--- src/rtl/eurorack_i2c_pkg.sv ---
// Shared types and constants for the eurorack_pmod I2C subsystem.
package eurorack_i2c_pkg;

  localparam int unsigned DEV_W  = 7;
  localparam int unsigned BYTE_W = 8;
  localparam int unsigned TO_W   = 16;

  // On-board I2C device addresses (7-bit)
  localparam logic [DEV_W-1:0] CODEC_DEV  = 7'h10;
  localparam logic [DEV_W-1:0] EEPROM_DEV = 7'h52;
  localparam logic [DEV_W-1:0] LED_DEV    = 7'h05;

  typedef enum logic [2:0] {
    IDLE,
    ISSUE,
    WAIT,
    RESP,
    GAP
  } arb_state_t;

  typedef struct packed {
    logic [DEV_W-1:0]  dev;
    logic [BYTE_W-1:0] reg_addr;
    logic [BYTE_W-1:0] wdata;
    logic              rnw;
  } i2c_txn_t;

  function automatic i2c_txn_t make_txn(
    input logic [DEV_W-1:0]  dev,
    input logic [BYTE_W-1:0] reg_addr,
    input logic [BYTE_W-1:0] wdata,
    input logic              rnw
  );
    i2c_txn_t t;
    t.dev      = dev;
    t.reg_addr = reg_addr;
    t.wdata    = wdata;
    t.rnw      = rnw;
    return t;
  endfunction

endpackage

--- src/rtl/i2c_txn_arbiter_if.sv ---
// Requester-side and I2C-master-side signals of the transaction arbiter.
// master: the arbiter's view; slave: requesters plus byte-level I2C master.
interface i2c_txn_arbiter_if #(
  parameter int unsigned N = 3
);
  import eurorack_i2c_pkg::*;

  logic [N-1:0]        req_valid;
  logic [N-1:0]        req_ready;
  logic [DEV_W*N-1:0]  req_dev;
  logic [BYTE_W*N-1:0] req_reg;
  logic [BYTE_W*N-1:0] req_wdata;
  logic [N-1:0]        req_rnw;
  logic [N-1:0]        rsp_valid;
  logic [BYTE_W-1:0]   rsp_rdata;
  logic                rsp_err;

  logic                mst_valid;
  logic                mst_ready;
  logic [DEV_W-1:0]    mst_dev;
  logic [BYTE_W-1:0]   mst_reg;
  logic [BYTE_W-1:0]   mst_wdata;
  logic                mst_rnw;
  logic                mst_done;
  logic [BYTE_W-1:0]   mst_rdata;
  logic                mst_nack;
  logic                mst_abort;

  modport master (
    input  req_valid, req_dev, req_reg, req_wdata, req_rnw,
    output req_ready, rsp_valid, rsp_rdata, rsp_err,
    output mst_valid, mst_dev, mst_reg, mst_wdata, mst_rnw, mst_abort,
    input  mst_ready, mst_done, mst_rdata, mst_nack
  );

  modport slave (
    output req_valid, req_dev, req_reg, req_wdata, req_rnw,
    input  req_ready, rsp_valid, rsp_rdata, rsp_err,
    input  mst_valid, mst_dev, mst_reg, mst_wdata, mst_rnw, mst_abort,
    output mst_ready, mst_done, mst_rdata, mst_nack
  );

endinterface

--- src/rtl/rr_pick.sv ---
// Combinational round-robin pick: first set valid bit searching upward,
// with wrap, from (ptr+1) mod N.
module rr_pick #(
  parameter int unsigned N = 3
) (
  input  logic [N-1:0]         valid,
  input  logic [$clog2(N)-1:0] ptr,
  output logic [$clog2(N)-1:0] winner_c,
  output logic                 found_c
);

  localparam int unsigned IW = $clog2(N);

  logic [IW-1:0] idx;

  always_comb begin
    winner_c = '0;
    found_c  = 1'b0;
    idx      = '0;
    for (int unsigned off = 1; off <= N; off++) begin
      idx = IW'((32'(ptr) + off) % N);
      if (!found_c && valid[idx]) begin
        winner_c = idx;
        found_c  = 1'b1;
      end
    end
  end

endmodule

--- src/rtl/i2c_txn_arbiter.sv ---
// Round-robin arbiter sharing one byte-level I2C master between N requesters.
// Optional command timeout/abort enabled by defining I2C_ARB_TIMEOUT_EN.
module i2c_txn_arbiter
  import eurorack_i2c_pkg::*;
#(
  parameter int unsigned N              = 3,
  parameter int unsigned GAP_CYCLES     = 64,
  parameter int unsigned TIMEOUT_CYCLES = 65535
) (
  input  logic                 clk_256fs,
  input  logic                 rst_n,
  i2c_txn_arbiter_if.master    bus,
  output logic                 busy,
  output logic [$clog2(N)-1:0] grant_id
);

  localparam int unsigned IW = $clog2(N);
  localparam int unsigned GW = (GAP_CYCLES > 1) ? $clog2(GAP_CYCLES) : 1;

  if (N < 2 || N > 8) begin : g_bad_n
    $error("i2c_txn_arbiter: N must be 2..8");
  end
  if (TIMEOUT_CYCLES < 1 || TIMEOUT_CYCLES > 65536) begin : g_bad_timeout
    $error("i2c_txn_arbiter: TIMEOUT_CYCLES must be 1..65536");
  end

  // Unpack per-requester fields into transaction records
  i2c_txn_t req_txn [N];

  for (genvar i = 0; i < N; i++) begin : g_unpack
    assign req_txn[i] = make_txn(bus.req_dev[DEV_W*i +: DEV_W],
                                 bus.req_reg[BYTE_W*i +: BYTE_W],
                                 bus.req_wdata[BYTE_W*i +: BYTE_W],
                                 bus.req_rnw[i]);
  end

  // grant_id doubles as the round-robin pointer; it resets to 0, so under
  // full contention from reset the first grant goes to requester 1.
  logic [IW-1:0] win_c;
  logic          found_c;

  rr_pick #(.N(N)) u_rr_pick (
    .valid    (bus.req_valid),
    .ptr      (grant_id),
    .winner_c (win_c),
    .found_c  (found_c)
  );

  arb_state_t        state, state_nx;
  i2c_txn_t          txn, txn_nx;
  logic [IW-1:0]     grant_nx;
  logic              mst_valid, mst_valid_nx;
  logic [N-1:0]      req_ready, req_ready_nx;
  logic [N-1:0]      rsp_valid, rsp_valid_nx;
  logic [BYTE_W-1:0] rsp_rdata, rsp_rdata_nx;
  logic              rsp_err, rsp_err_nx;
  logic [GW-1:0]     gap_cnt, gap_cnt_nx;
  logic              busy_nx;
  logic              timeout_c;

`ifdef I2C_ARB_TIMEOUT_EN
  logic [TO_W-1:0] to_cnt;
  logic            mst_abort;

  // Held at 0 while idle so it reads 0 on the first ISSUE cycle
  always_ff @(posedge clk_256fs) begin
    if (!rst_n) begin
      to_cnt <= '0;
    end else if (state == IDLE) begin
      to_cnt <= '0;
    end else if (state == ISSUE || state == WAIT) begin
      to_cnt <= to_cnt + 1'b1;
    end
  end

  // A completion in the expiry cycle wins over the abort
  assign timeout_c = (to_cnt == TO_W'(TIMEOUT_CYCLES - 1)) &&
                     ((state == ISSUE) || (state == WAIT && !bus.mst_done));

  always_ff @(posedge clk_256fs) begin
    if (!rst_n) begin
      mst_abort <= 1'b0;
    end else begin
      mst_abort <= timeout_c;
    end
  end

  assign bus.mst_abort = mst_abort;
`else
  assign timeout_c     = 1'b0;
  assign bus.mst_abort = 1'b0;
`endif

  always_comb begin
    state_nx     = state;
    txn_nx       = txn;
    grant_nx     = grant_id;
    mst_valid_nx = mst_valid;
    req_ready_nx = '0;
    rsp_valid_nx = '0;
    rsp_rdata_nx = '0;
    rsp_err_nx   = 1'b0;
    gap_cnt_nx   = gap_cnt;

    unique case (state)
      IDLE: begin
        if (found_c) begin
          state_nx     = ISSUE;
          txn_nx       = req_txn[win_c];
          grant_nx     = win_c;
          mst_valid_nx = 1'b1;
          req_ready_nx = N'(1) << win_c;
        end
      end

      ISSUE: begin
        if (timeout_c) begin
          state_nx     = RESP;
          mst_valid_nx = 1'b0;
          rsp_valid_nx = N'(1) << grant_id;
          rsp_err_nx   = 1'b1;
        end else if (bus.mst_ready) begin
          state_nx     = WAIT;
          mst_valid_nx = 1'b0;
        end
      end

      WAIT: begin
        if (bus.mst_done) begin
          state_nx     = RESP;
          rsp_valid_nx = N'(1) << grant_id;
          rsp_rdata_nx = txn.rnw ? bus.mst_rdata : '0;
          rsp_err_nx   = bus.mst_nack;
        end else if (timeout_c) begin
          state_nx     = RESP;
          rsp_valid_nx = N'(1) << grant_id;
          rsp_err_nx   = 1'b1;
        end
      end

      RESP: begin
        gap_cnt_nx = '0;
        state_nx   = (GAP_CYCLES == 0) ? IDLE : GAP;
      end

      GAP: begin
        if (gap_cnt == GW'(GAP_CYCLES - 1)) begin
          state_nx = IDLE;
        end else begin
          gap_cnt_nx = gap_cnt + 1'b1;
        end
      end

      default: state_nx = IDLE;
    endcase

    busy_nx = (state_nx != IDLE);
  end

  always_ff @(posedge clk_256fs) begin
    if (!rst_n) begin
      state     <= IDLE;
      txn       <= '0;
      grant_id  <= '0;
      mst_valid <= 1'b0;
      req_ready <= '0;
      rsp_valid <= '0;
      rsp_rdata <= '0;
      rsp_err   <= 1'b0;
      gap_cnt   <= '0;
      busy      <= 1'b0;
    end else begin
      state     <= state_nx;
      txn       <= txn_nx;
      grant_id  <= grant_nx;
      mst_valid <= mst_valid_nx;
      req_ready <= req_ready_nx;
      rsp_valid <= rsp_valid_nx;
      rsp_rdata <= rsp_rdata_nx;
      rsp_err   <= rsp_err_nx;
      gap_cnt   <= gap_cnt_nx;
      busy      <= busy_nx;
    end
  end

  assign bus.req_ready = req_ready;
  assign bus.rsp_valid = rsp_valid;
  assign bus.rsp_rdata = rsp_rdata;
  assign bus.rsp_err   = rsp_err;
  assign bus.mst_valid = mst_valid;
  assign bus.mst_dev   = txn.dev;
  assign bus.mst_reg   = txn.reg_addr;
  assign bus.mst_wdata = txn.wdata;
  assign bus.mst_rnw   = txn.rnw;

endmodule

--- src/flat_wrapper.sv ---
// flat-port wrapper written by rule: the top's interface ports become plain ports
module i2c_txn_arbiter_flat import eurorack_i2c_pkg::*;
#(
  parameter int unsigned N              = 3,
  parameter int unsigned GAP_CYCLES     = 64,
  parameter int unsigned TIMEOUT_CYCLES = 65535
)
  (clk_256fs, rst_n, busy, grant_id, bus_req_valid, bus_req_dev, bus_req_reg, bus_req_wdata, bus_req_rnw, bus_req_ready, bus_rsp_valid, bus_rsp_rdata, bus_rsp_err, bus_mst_valid, bus_mst_dev, bus_mst_reg, bus_mst_wdata, bus_mst_rnw, bus_mst_abort, bus_mst_ready, bus_mst_done, bus_mst_rdata, bus_mst_nack);
  i2c_txn_arbiter_if #(.N(N)) bus_i ();
  input  logic clk_256fs;
  input  logic rst_n;
  output logic busy;
  output logic [$clog2(N)-1:0] grant_id;
  input wire logic [$bits(bus_i.req_valid)-1:0] bus_req_valid;
  input wire logic [$bits(bus_i.req_dev)-1:0] bus_req_dev;
  input wire logic [$bits(bus_i.req_reg)-1:0] bus_req_reg;
  input wire logic [$bits(bus_i.req_wdata)-1:0] bus_req_wdata;
  input wire logic [$bits(bus_i.req_rnw)-1:0] bus_req_rnw;
  output wire logic [$bits(bus_i.req_ready)-1:0] bus_req_ready;
  output wire logic [$bits(bus_i.rsp_valid)-1:0] bus_rsp_valid;
  output wire logic [$bits(bus_i.rsp_rdata)-1:0] bus_rsp_rdata;
  output wire logic [$bits(bus_i.rsp_err)-1:0] bus_rsp_err;
  output wire logic [$bits(bus_i.mst_valid)-1:0] bus_mst_valid;
  output wire logic [$bits(bus_i.mst_dev)-1:0] bus_mst_dev;
  output wire logic [$bits(bus_i.mst_reg)-1:0] bus_mst_reg;
  output wire logic [$bits(bus_i.mst_wdata)-1:0] bus_mst_wdata;
  output wire logic [$bits(bus_i.mst_rnw)-1:0] bus_mst_rnw;
  output wire logic [$bits(bus_i.mst_abort)-1:0] bus_mst_abort;
  input wire logic [$bits(bus_i.mst_ready)-1:0] bus_mst_ready;
  input wire logic [$bits(bus_i.mst_done)-1:0] bus_mst_done;
  input wire logic [$bits(bus_i.mst_rdata)-1:0] bus_mst_rdata;
  input wire logic [$bits(bus_i.mst_nack)-1:0] bus_mst_nack;
  assign bus_i.req_valid = bus_req_valid;
  assign bus_i.req_dev = bus_req_dev;
  assign bus_i.req_reg = bus_req_reg;
  assign bus_i.req_wdata = bus_req_wdata;
  assign bus_i.req_rnw = bus_req_rnw;
  assign bus_req_ready = bus_i.req_ready;
  assign bus_rsp_valid = bus_i.rsp_valid;
  assign bus_rsp_rdata = bus_i.rsp_rdata;
  assign bus_rsp_err = bus_i.rsp_err;
  assign bus_mst_valid = bus_i.mst_valid;
  assign bus_mst_dev = bus_i.mst_dev;
  assign bus_mst_reg = bus_i.mst_reg;
  assign bus_mst_wdata = bus_i.mst_wdata;
  assign bus_mst_rnw = bus_i.mst_rnw;
  assign bus_mst_abort = bus_i.mst_abort;
  assign bus_i.mst_ready = bus_mst_ready;
  assign bus_i.mst_done = bus_mst_done;
  assign bus_i.mst_rdata = bus_mst_rdata;
  assign bus_i.mst_nack = bus_mst_nack;
  i2c_txn_arbiter #(.N(N), .GAP_CYCLES(GAP_CYCLES), .TIMEOUT_CYCLES(TIMEOUT_CYCLES)) u_core (.clk_256fs(clk_256fs), .rst_n(rst_n), .bus(bus_i), .busy(busy), .grant_id(grant_id));
endmodule
--- config.mk ---
export PLATFORM = sky130hd
export DESIGN_NAME = i2c_txn_arbiter_flat
export DESIGN_NICKNAME = d
export VERILOG_FILES = /design/src/rtl/eurorack_i2c_pkg.sv /design/src/rtl/i2c_txn_arbiter_if.sv /design/src/rtl/rr_pick.sv /design/src/rtl/i2c_txn_arbiter.sv /design/src/flat_wrapper.sv
export SDC_FILE = /design/constraint.sdc
export NUM_CORES = 1
export LEC_CHECK = 0
export ABC_AREA = 1
export CAP_MARGIN = 15
export CELL_PAD_IN_SITES_DETAIL_PLACEMENT = 1
export CELL_PAD_IN_SITES_GLOBAL_PLACEMENT = 2
export CORE_MARGIN = 2
export CORE_UTILIZATION = 22
export CTS_CLUSTER_SIZE = 28
export DETAILED_ROUTE_END_ITERATION = 12
export HOLD_SLACK_MARGIN = 0.12
export PLACE_DENSITY_LB_ADDON = 0.1
export RECOVER_POWER = 50
export SLEW_MARGIN = 10
export SYNTH_ARGS = -nofsm -noshare
export SYNTH_HDL_FRONTEND = slang
export SYNTH_SLANG_ARGS = --single-unit
--- constraint.sdc ---
create_clock -name clk_256fs -period 2.77 [get_ports clk_256fs]
set_clock_uncertainty 0.05 [all_clocks]
set_input_delay 0.554 -clock clk_256fs [delete_from_list [all_inputs] [get_ports clk_256fs]]
set_output_delay 0.554 -clock clk_256fs [all_outputs]
set_load 0.1 [all_outputs]
==> flow_summary.ini, run 1 <==
[synth]
synthCells = 419
synth_ff_type = dfxtp_1
yosys.area.top_type_share_pct = 33.8
synth_common_cells = inv_1, nand3_1, dfxtp_1
synth.largest_area_cell = dfxtp_1
synth.avg_cell_area_um2 = 7.34
ys_seq_elements = 52
syn_nets = 512
ys_top_cells_by_area = dfxtp_1, nand3_1, inv_1, nand3_2, a21oi_1
synth_cell_types = 31
synth_area_um2 = 3080
yosysSeqAreaShare_pct = 33.8
synth_most_common_cell = inv_1
synthArstFlopShare_pct = 0
synth_warnings = 0
synth_edf_count = 0

[clock_network]
hold_buffers = 0
cts_setup_buffers = 0
cts.clk_slew.worst_paths_ps = 70
htreeDepth = 2
root_buffer = clkbuf_16
insertion_delay_ps = 290
ctsResizeCount = 0
clock_sinks = 52
cts.path.max_buffers = 2
cts_buffers = 5
cts_tree = yes

[routing]
num_vias = 3159
drt_first_pass_iters = 4
drtIter0Drc = 79
finalWirelength_mm = 11.0
drc = 0
postRouteAntennaNets = 0
detail_route.wl_per_cell_um = 15.2
via_per_inst = 4.37

[timing]
worstMarginPinSlew_ps = 1350
hold_violations = 0
fmax_ghz = 0.421
min_period_over_period_pct = 85.8
relSlewSlack_pct = 10.3
drv_slew = 0
timing.final.ws_setup_ps = 393
tns_ps = 0
rsz0062_at_grt = no
setup_viol = 0
fin_crit_ps = 2380

[cells_and_area]
layout.nets = 635
drive_gt1_share_pct = 14.4
antenna_cells = 0
n_fill_cell = 1759
syn_to_final_growth_pct = 42.4

[floorplan]
die-area_um2 = 14900
die_h_um = 122
die_x_um = 122
num_rows = 43
start_util_pct = 22.3
io_pins = 132
coreArea_um2 = 13800

[worst_setup_path]
crit_chain = inv_1, ha_1, inv_4, nand2_1, nand3_2, nand2_4, nand3_1, nand3_2, nand3_1, nand3_2, a21oi_2
crit_end = u_core.bus.mst_dev[2]
critical_path.max_stage_delay_ps = 460
cp.buffers_inverters = 2
crit_path_frequent_cell = nand3_2
crit_start = u_core.grant_id[0]
slowest_stage = nand3_2
crit_path_max_fanout = 24
crit_path_end_kind = flop
reg2reg_from = u_core.grant_id[0]
timing.rr.end = u_core.bus.mst_dev[2]
path_delay_family = simple AND/OR/NAND/NOR gates
required_ps = 2950
reg2reg_slack_ps = 390
critical_path_class = flop to flop
r2r_cells = 11
worstPathArrival_ps = 2550
worst_setup_path_start_kind = flop
path_depth = 11

[pwr]
power.density_nw_per_um2 = 1220
leakage_nw = 1.95
ir_drop_v = 0.000707
finalPower_mw = 5.34

[hold_path]
hold_class = flop to flop

[placement]
routabilityCongestion = 0.747
dp_hpwl_mm = 8.21
place_ws_ps = 134
numPortBuffers = 130

[global_route]
grt_pass1_vias = 3458
grt_pass1_wl_mm = 17.7
grt_overflow = 0
grt_start_max_net_pins = 31
antenna_found_initial = 0
grt_usage_pct = 15.3

[job]
drv_cap = 0

[run_status]
status = complete, no violations
## power by group
part	switching [mW]	internal, mW
combinational	2.73	0.815
clock	0.301	0.426
sequential	0.115	0.950
total	3.15	2.19
## metal layers
| metal | GRT usage (%) | share of wire, % | vias up | routed length, µm |
|---|---|---|---|---|
| li1 | - | - | 1599 | - |
| met2 | 27.9 | 51 | 63 | 5650 |
| met5 | 0 | 0 | - | 0 |
| met4 | 3.66 | 1.0 | 0 | 114 |
| met1 | 18.1 | 43 | 1489 | 4700 |
| met3 | 3.49 | 4.6 | 8 | 507 |
## per-stage QoR
stage | std cells | hold slack, ps | instance area (µm²) | utilization [%]
2_1_floorplan | 419 | 393 | 3080 | -
3_3_place_gp | 715 | 411 | 4370 | 31.8
3_5_place_dp | 715 | 411 | 4370 | 31.8
4_1_cts | 723 | 431 | 4540 | 33.0
5_1_grt | 723 | 471 | 4380 | 31.8
6_report | 723 | 429 | 4380 | 31.8
## cell usage in the layout (no fill, tap or decap), types with 2 or more instances in the layout
master	n
inv_1	76
nand3_2	22
nor3b_1	2
clkdlybuf4s50_1	87
clkbuf_1	42
nand2_1	36
o21ai_0	29
a21oi_1	36
nor3_1	6
a21oi_2	19
nand2_2	5
nand3_1	66
inv_2	4
buf_4	8
clkbuf_16	5
and3_1	2
inv_4	2
nand2_4	3
o21ai_2	2
nor2_1	23
ha_1	5
dfxtp_1	52
## worst min path at each step
stage                         startpoint                   end  cells after the start
finish                 u_core.gap_cnt[0]     u_core.gap_cnt[0]                      1
global route        u_core.bus.mst_valid  u_core.bus.mst_valid                      2
CTS                 u_core.bus.mst_valid  u_core.bus.mst_valid                      2
detailed placement  u_core.bus.mst_valid  u_core.bus.mst_valid                      2
global placement    u_core.bus.mst_valid  u_core.bus.mst_valid                      2
floorplan              u_core.gap_cnt[0]     u_core.gap_cnt[0]                      1
## area by class of cell
type,count,area (µm²),share of cell area [%]
multi-input combinational,263,1520,34.8
timing repair buffer,138,1110,25.3
sequential,52,1040,23.8
inverter,82,313,7.14
tap,180,225,5.14
clock buffer,5,125,2.86
clock inverter,3,42.5,0.971
## cells by family after synthesis
logic type      synth area share (%)
simple gates                    30.2
buf+inv                         16.4
compound gates                  17.3
flops                           33.8
fa+ha+maj                       2.03
other cells                    0.122
(Power assumes the default switching activity.)
==> inputs of run 2 (changes only) <==
- CAP_MARGIN: 15 -> 10
==> results of run 2 <==
Same layout as run 1: the final DEF is identical, and so are final timing and power.
